<file path="src/rtl/timer_bank_if.sv">
// Register bus between the processor and timer_bank: address/write-data/strobe
// from the master, combinational read data back from the slave.
interface timer_bank_if #(
    parameter int WIDTH = 16
);
    logic [15:0]      addr;
    logic [WIDTH-1:0] wdata;
    logic             we;
    logic [WIDTH-1:0] rdata;

    modport master (output addr, wdata, we, input rdata);
    modport slave  (input addr, wdata, we, output rdata);
endinterface

</file>
<file path="src/rtl/timer_bank.sv">
// Multi-channel down-counting timer bank with per-channel prescaler, reload,
// one-shot/auto-reload mode and sticky expiry flag. Define TIMER_BANK_CAPTURE_EN for input capture.
module timer_bank #(
    parameter int WIDTH    = 16,
    parameter int CHANNELS = 4,
    parameter int PRESC_W  = 8
) (
    input  logic                clk,
    input  logic                rst,
    timer_bank_if.slave         bus,
`ifdef TIMER_BANK_CAPTURE_EN
    input  logic [CHANNELS-1:0] cap_in,
`endif
    output logic                irq,
    output logic [CHANNELS-1:0] irq_vec
);
    localparam logic [3:0] REG_COUNT   = 4'h0;
    localparam logic [3:0] REG_RELOAD  = 4'h1;
    localparam logic [3:0] REG_CTRL    = 4'h2;
    localparam logic [3:0] REG_STATUS  = 4'h3;
    localparam logic [3:0] REG_CAPTURE = 4'h4;

    logic [3:0] ch_sel, reg_sel;
    logic       unused_addr;
    assign ch_sel      = bus.addr[7:4];
    assign reg_sel     = bus.addr[3:0];
    assign unused_addr = &{1'b0, bus.addr[15:8]};

    logic [WIDTH-1:0]    count  [CHANNELS];
    logic [WIDTH-1:0]    reload [CHANNELS];
    logic [PRESC_W-1:0]  presc  [CHANNELS];
    logic [PRESC_W-1:0]  pc     [CHANNELS];
    logic [CHANNELS-1:0] en, auto_rl, irq_en, expired;
    logic [CHANNELS-1:0] wr_count, wr_reload, wr_ctrl, wr_status, tick, expire;
    logic [PRESC_W-1:0]  wr_presc;

    assign wr_presc = bus.wdata[8 +: PRESC_W];

    always_comb begin
        // NOTE: every output of this block gets a default first so no latch is inferred.
        wr_count  = '0;
        wr_reload = '0;
        wr_ctrl   = '0;
        wr_status = '0;
        tick      = '0;
        expire    = '0;
        for (int i = 0; i < CHANNELS; i++) begin
            if (bus.we && int'(ch_sel) == i) begin
                wr_count[i]  = (reg_sel == REG_COUNT);
                wr_reload[i] = (reg_sel == REG_RELOAD);
                wr_ctrl[i]   = (reg_sel == REG_CTRL);
                wr_status[i] = (reg_sel == REG_STATUS);
            end
            tick[i]   = en[i] && (pc[i] == presc[i]);
            // A COUNT write swallows a coincident tick, including its expiry.
            expire[i] = tick[i] && !wr_count[i] && (count[i] == '0);
        end
    end

    always_ff @(posedge clk or posedge rst) begin
        if (rst) begin
            // NOTE: the per-channel arrays are software-visible registers, not RAM, so they are reset.
            for (int i = 0; i < CHANNELS; i++) begin
                count[i]  <= '0;
                reload[i] <= '0;
                presc[i]  <= '0;
                pc[i]     <= '0;
            end
            en      <= '0;
            auto_rl <= '0;
            irq_en  <= '0;
            expired <= '0;
            irq_vec <= '0;
            irq     <= 1'b0;
        end else begin
            // NOTE: non-blocking assignments so every channel sees pre-edge state.
            for (int i = 0; i < CHANNELS; i++) begin
                if (!en[i] || tick[i] || (wr_ctrl[i] && wr_presc != presc[i]))
                    pc[i] <= '0;
                else
                    pc[i] <= pc[i] + 1'b1;

                if (wr_count[i])
                    count[i] <= bus.wdata;
                else if (tick[i]) begin
                    if (count[i] != '0)
                        count[i] <= count[i] - 1'b1;
                    else if (auto_rl[i])
                        count[i] <= reload[i];
                end

                if (wr_reload[i])
                    reload[i] <= bus.wdata;

                if (wr_ctrl[i]) begin
                    en[i]      <= bus.wdata[0];
                    auto_rl[i] <= bus.wdata[1];
                    irq_en[i]  <= bus.wdata[2];
                    presc[i]   <= wr_presc;
                end else if (expire[i] && !auto_rl[i]) begin
                    en[i] <= 1'b0;
                end

                if (expire[i])
                    expired[i] <= 1'b1;
                else if (wr_status[i] && bus.wdata[0])
                    expired[i] <= 1'b0;
            end
            irq_vec <= expired & irq_en;
            irq     <= |(expired & irq_en);
        end
    end

`ifdef TIMER_BANK_CAPTURE_EN
    logic [CHANNELS-1:0] cap_s1, cap_s2, cap_s3, captured;
    logic [WIDTH-1:0]    capture [CHANNELS];

    always_ff @(posedge clk or posedge rst) begin
        if (rst) begin
            cap_s1   <= '0;
            cap_s2   <= '0;
            cap_s3   <= '0;
            captured <= '0;
            for (int i = 0; i < CHANNELS; i++)
                capture[i] <= '0;
        end else begin
            cap_s1 <= cap_in;
            cap_s2 <= cap_s1;
            cap_s3 <= cap_s2;
            for (int i = 0; i < CHANNELS; i++) begin
                // count[i] here is the pre-edge value, so a coincident COUNT write is not seen.
                if (cap_s2[i] && !cap_s3[i]) begin
                    capture[i]  <= count[i];
                    captured[i] <= 1'b1;
                end else if (wr_status[i] && bus.wdata[1]) begin
                    captured[i] <= 1'b0;
                end
            end
        end
    end
`endif

    always_comb begin
        bus.rdata = '0;
        for (int i = 0; i < CHANNELS; i++) begin
            if (int'(ch_sel) == i) begin
                case (reg_sel)
                    REG_COUNT:  bus.rdata = count[i];
                    REG_RELOAD: bus.rdata = reload[i];
                    REG_CTRL: begin
                        bus.rdata[0]             = en[i];
                        bus.rdata[1]             = auto_rl[i];
                        bus.rdata[2]             = irq_en[i];
                        bus.rdata[8 +: PRESC_W]  = presc[i];
                    end
                    REG_STATUS: begin
                        bus.rdata[0] = expired[i];
`ifdef TIMER_BANK_CAPTURE_EN
                        bus.rdata[1] = captured[i];
`endif
                    end
`ifdef TIMER_BANK_CAPTURE_EN
                    REG_CAPTURE: bus.rdata = capture[i];
`endif
                    default: ;
                endcase
            end
        end
    end
endmodule
</file>
<file path="src/flat_wrapper.sv">
// flat-port wrapper written by rule: the top's interface ports become plain ports
module timer_bank_flat 
#(
    parameter int WIDTH    = 16,
    parameter int CHANNELS = 4,
    parameter int PRESC_W  = 8
)
  (clk, rst, irq, irq_vec, bus_addr, bus_wdata, bus_we, bus_rdata);
  timer_bank_if #(.WIDTH(WIDTH)) bus_i ();
  input  logic clk;
  input  logic rst;
  output logic irq;
  output logic [CHANNELS-1:0] irq_vec;
  input wire logic [$bits(bus_i.addr)-1:0] bus_addr;
  input wire logic [$bits(bus_i.wdata)-1:0] bus_wdata;
  input wire logic [$bits(bus_i.we)-1:0] bus_we;
  output wire logic [$bits(bus_i.rdata)-1:0] bus_rdata;
  assign bus_i.addr = bus_addr;
  assign bus_i.wdata = bus_wdata;
  assign bus_i.we = bus_we;
  assign bus_rdata = bus_i.rdata;
  timer_bank #(.WIDTH(WIDTH), .CHANNELS(CHANNELS), .PRESC_W(PRESC_W)) u_core (.clk(clk), .rst(rst), .bus(bus_i), .irq(irq), .irq_vec(irq_vec));
endmodule
</file>
<file path="config.mk">
export PLATFORM = sky130hd
export DESIGN_NAME = timer_bank_flat
export DESIGN_NICKNAME = d
export VERILOG_FILES = /design/src/rtl/timer_bank_if.sv /design/src/rtl/timer_bank.sv /design/src/flat_wrapper.sv
export SDC_FILE = /design/constraint.sdc
export NUM_CORES = 1
export LEC_CHECK = 0
export CELL_PAD_IN_SITES_DETAIL_PLACEMENT = 0
export CELL_PAD_IN_SITES_GLOBAL_PLACEMENT = 1
export CORE_MARGIN = 4
export CORE_UTILIZATION = 48
export DETAILED_ROUTE_END_ITERATION = 16
export GPL_TIMING_DRIVEN = 0
export PLACE_DENSITY_LB_ADDON = 0.12
export SLEW_MARGIN = 40
export SYNTH_ARGS = -nofsm -noshare
export SYNTH_HDL_FRONTEND = slang
export SYNTH_SLANG_ARGS = --single-unit
</file>
<file path="constraint.sdc">
create_clock -name clk -period 9.7 [get_ports clk]
set_input_delay 1.455 -clock clk [delete_from_list [all_inputs] [get_ports clk]]
set_output_delay 1.455 -clock clk [all_outputs]
set_load 0.05 [all_outputs]
</file>
==> flow_summary.json <==
{
  "numClockSinks": 213,
  "timing_worst_slew_pin_value_ns": 0.894,
  "final_max_slew_viol_count": 0,
  "rsz_0062_raised_after_global_routing": "false",
  "netlist-cell-type-count": 73,
  "critical_path.cell_chain": "clkdlybuf4s50_1 -> nor4_2 -> clkbuf_1 -> clkbuf_1 -> a22oi_1 -> o22a_1 -> o221ai_1 -> clkdlybuf4s50_1",
  "floorplan_die_area_um2": 29700,
  "power.clock.fraction": 0.413,
  "cp_max_fo": 10,
  "path_clk_slew_ns": 0.06,
  "register_area_um2": 5330,
  "post_drt_wl_per_cell_um": 24.7,
  "synth-warning-count": 0,
  "slowest_delay_ns": 0.85,
  "firstDrtPassIters": 5,
  "path_class": "input pin to output port",
  "timing.critical_path.max_delay_family": "buffers and inverters",
  "period_utilization": 0.681,
  "min-delay-path-class": "register to register",
  "worst_clock_skew_ns": 0.0146,
  "p_total_w": 0.00256,
  "via_count": 11900,
  "ys_seq_area_frac": 0.411,
  "layout_setup_ws_ns": 3.09,
  "worst_setup_sp_type": "input pin",
  "setup_viol_count_final": 0,
  "groute.usage.overall": 0.309,
  "worstSetupStartpoint": "bus_addr[1]",
  "first_global_vias": 11400,
  "syn_area_um2": 13000,
  "synth_enable_flop_cells": 0,
  "switching_share": 0.298,
  "place.gp.congestion": 0.971,
  "drc": 0,
  "required_time_of_the_critical_path_ns": 8.25,
  "layout_nets": 1551,
  "synth_largest_type_area_fraction": 0.411,
  "crit_arrival_ns": 5.15,
  "cts_buffers": 25,
  "leakage_nw": 6.26,
  "post-route-util": 0.562,
  "holdWs_ns": 0.518,
  "die_h_um": 172,
  "synth_top_cells_by_area": "sky130_fd_sc_hd__dfrtp_1, sky130_fd_sc_hd__mux2_2, sky130_fd_sc_hd__nand2_1",
  "drv_cap": 0,
  "core_area_um2": 26400,
  "ir_drop_uv": 126,
  "timing.critical_path.buf_inv": 4,
  "global_route_wire_length_before_repair_mm": 70.2,
  "initial_core_util": 0.493,
  "critPathSlowestCell": "sky130_fd_sc_hd__clkdlybuf4s50_1",
  "worst_slew_margin_rel": 0.404,
  "worst_r2r_startpoint": "u_core.count[32]",
  "grt.overflow.total": 0,
  "multiInputGateArea_um2": 7240,
  "cts.repair_timing.setup_buffer_count": 0,
  "placementRows": 59,
  "ys_seq_elements": 213,
  "post_cts.resized_instances": 0,
  "route.antenna.remaining_nets": 0,
  "number_of_antenna_violations_at_the_first_check_in_global_routing": 3,
  "post-synth-top-count-cell": "sky130_fd_sc_hd__dfrtp_1",
  "clk_root_buffer_cell": "sky130_fd_sc_hd__clkbuf_16",
  "power_density_nw_per_um2": 173,
  "post-route-min-period_ns": 6.61,
  "fill_cells": 2470,
  "synth_flop_cell": "sky130_fd_sc_hd__dfrtp_1",
  "internal_power_w": 0.00180,
  "critical_path_endpoint_category": "output port",
  "clock_path_buffers": 3,
  "detailedRoute.firstIterationViolations": 1108,
  "deepest_level_of_the_cts_h_tree": 1,
  "synthArstFlopShare": 1.00,
  "post_route_cells_drive_above_1_share": 0.115,
  "p_comb_frac": 0.167,
  "finish.cell_count_without_fillers": 1858,
  "report.final.hold_viol_count": 0,
  "power.switching_w": 0.000763,
  "count_of_port_buffers_added_during_placement": 35,
  "syn_avg_cell_area_um2": 9.02,
  "synthToLayoutAreaGrowth_pct": 14.0,
  "synthTopCellsByCount": "sky130_fd_sc_hd__dfrtp_1, sky130_fd_sc_hd__nand2_1, sky130_fd_sc_hd__nor2_1, sky130_fd_sc_hd__o21ai_0, sky130_fd_sc_hd__mux2_2",
  "power.sequential.fraction": 0.420,
  "tritoncts": "built",
  "die_w_um": 172,
  "post_dr_vias_cell": 6.38,
  "pin_count": 56,
  "worst_skew_pair.late_latency_ns": 0.53,
  "outcome": "complete, no violations",
  "post_cts_hold_buffer_count": 0,
  "place.detailed.instances": 1812,
  "grt_max_degree": 77,
  "synth_cells": 1440,
  "detail_route.wirelength_mm": 45.9,
  "syn-num-nets": 1487,
  "dp_hpwl_mm": 32.9,
  "start_point_of_the_worst_min_delay_path": "u_core.irq_en[0]",
  "dpl_worst_slack_ns": 3.02,
  "yosys.area.top_type": "sky130_fd_sc_hd__dfrtp_1",
  "timing.fmax_ghz": 0.151
}
state kept, by name, summed over array words and instances (netlist names), 4 cells and up:
name	cells
u_core.presc	32
u_core.pc	32
u_core.irq_en	4
u_core.auto_rl	4
u_core.en	4
u_core.reload	64
u_core.expired	4
u_core.irq_vec	4
u_core.count	64
routing by layer:
layer	share of wire	wire, µm	up-vias	global-route usage
li1	-	-	5357	-
met1	0.45	20700	5869	0.461
met2	0.44	20100	532	0.464
met3	0.078	3580	88	0.0503
met4	0.033	1520	4	0.0913
met5	0.00044	20	-	0
power by group through the flow:
stage / Combinational, W / Sequential (W) / Clock (W)
floorplan: 0.000295 / 0.00105 / 0
global placement: 0.000405 / 0.00108 / 0
detailed placement: 0.000415 / 0.00108 / 0
CTS: 0.000419 / 0.00107 / 0.00107
global route: 0.000469 / 0.00108 / 0.00110
finish: 0.000428 / 0.00107 / 0.00106
cell type report:
class / instances / share of cell area
antenna: 1 / 0.000169
buffer: 97 / 0.0262
timing repair buffer: 37 / 0.0274
clock inverter: 13 / 0.0150
sequential: 213 / 0.360
clock buffer: 32 / 0.0468
inverter: 24 / 0.00659
tap: 335 / 0.0283
multi-input combinational: 1106 / 0.489
final timing paths:
check | cells after the start | to | slack [ns]
min in group asynchronous | 2 | u_core.count[47] | 1.36
max in group asynchronous | 3 | u_core.presc[4] | 7.55
hold reg to reg | 2 | u_core.irq_en[0] | 0.52
setup reg to reg | 9 | u_core.en[1] | 6.35
hold / removal | 2 | u_core.irq_en[0] | 0.52
setup / recovery | 8 | bus_rdata[5] | 3.09
tightest hold or removal path: cells and delay by family, from the launching register on:
family           cells  cell delay, ns
DFF                  1            0.36
and+or+nand+nor      2            0.12
stage by stage:
step / setup TNS, ns / area, µm²
after detailed placement: 0 / 13800
after CTS: 0 / 14700
final: 0 / 14800
after global placement: -143.60 / 13800
after global routing: 0 / 14800
after floorplan: 0 / 13000
logic make-up (layout without fill, tap and decap cells):
kind of cell / Yosys count / count (layout) / share of synthesized area
AO/OA/AOI/OAI: 348 / 348 / 0.170
AND/OR/NAND/NOR: 510 / 510 / 0.186
multiplexers: 139 / 139 / 0.120
XOR/XNOR: 97 / 97 / 0.0654
other: 0 / 1 / 0
flip-flops: 213 / 213 / 0.411
adder cells (fa/ha/maj): 12 / 12 / 0.0116
buffers and inverters: 121 / 203 / 0.0364
cell usage in the layout, fill, tap and decap left out, drive strengths merged, types with 6 or more instances in the layout:
cell type / Yosys / routed
nand2: 176 / 176
nor2: 136 / 136
or3: 11 / 11
nand3: 39 / 39
ha: 12 / 12
inv: 24 / 25
a22oi: 27 / 27
a32o: 7 / 7
buf: 14 / 15
o221ai: 9 / 9
clkinv: 0 / 6
clkbuf: 83 / 116
xnor2: 47 / 47
a31oi: 18 / 18
o21ai: 109 / 109
mux2: 94 / 94
a21o: 11 / 11
nor4: 29 / 29
o211ai: 12 / 12
a221oi: 8 / 8
nor4b: 7 / 7
or2: 6 / 6
and2: 7 / 7
clkdlybuf4s50: 0 / 35
dfrtp: 213 / 213
and3: 14 / 14
a211oi: 8 / 8
or4: 10 / 10
o22a: 9 / 9
o22ai: 11 / 11
a21oi: 78 / 78
xor2: 50 / 50
nand4: 19 / 19
bufinv: 0 / 6
mux2i: 41 / 41
o31ai: 7 / 7
nor3: 29 / 29
No activity file was read; power rests on OpenSTA's default activity.
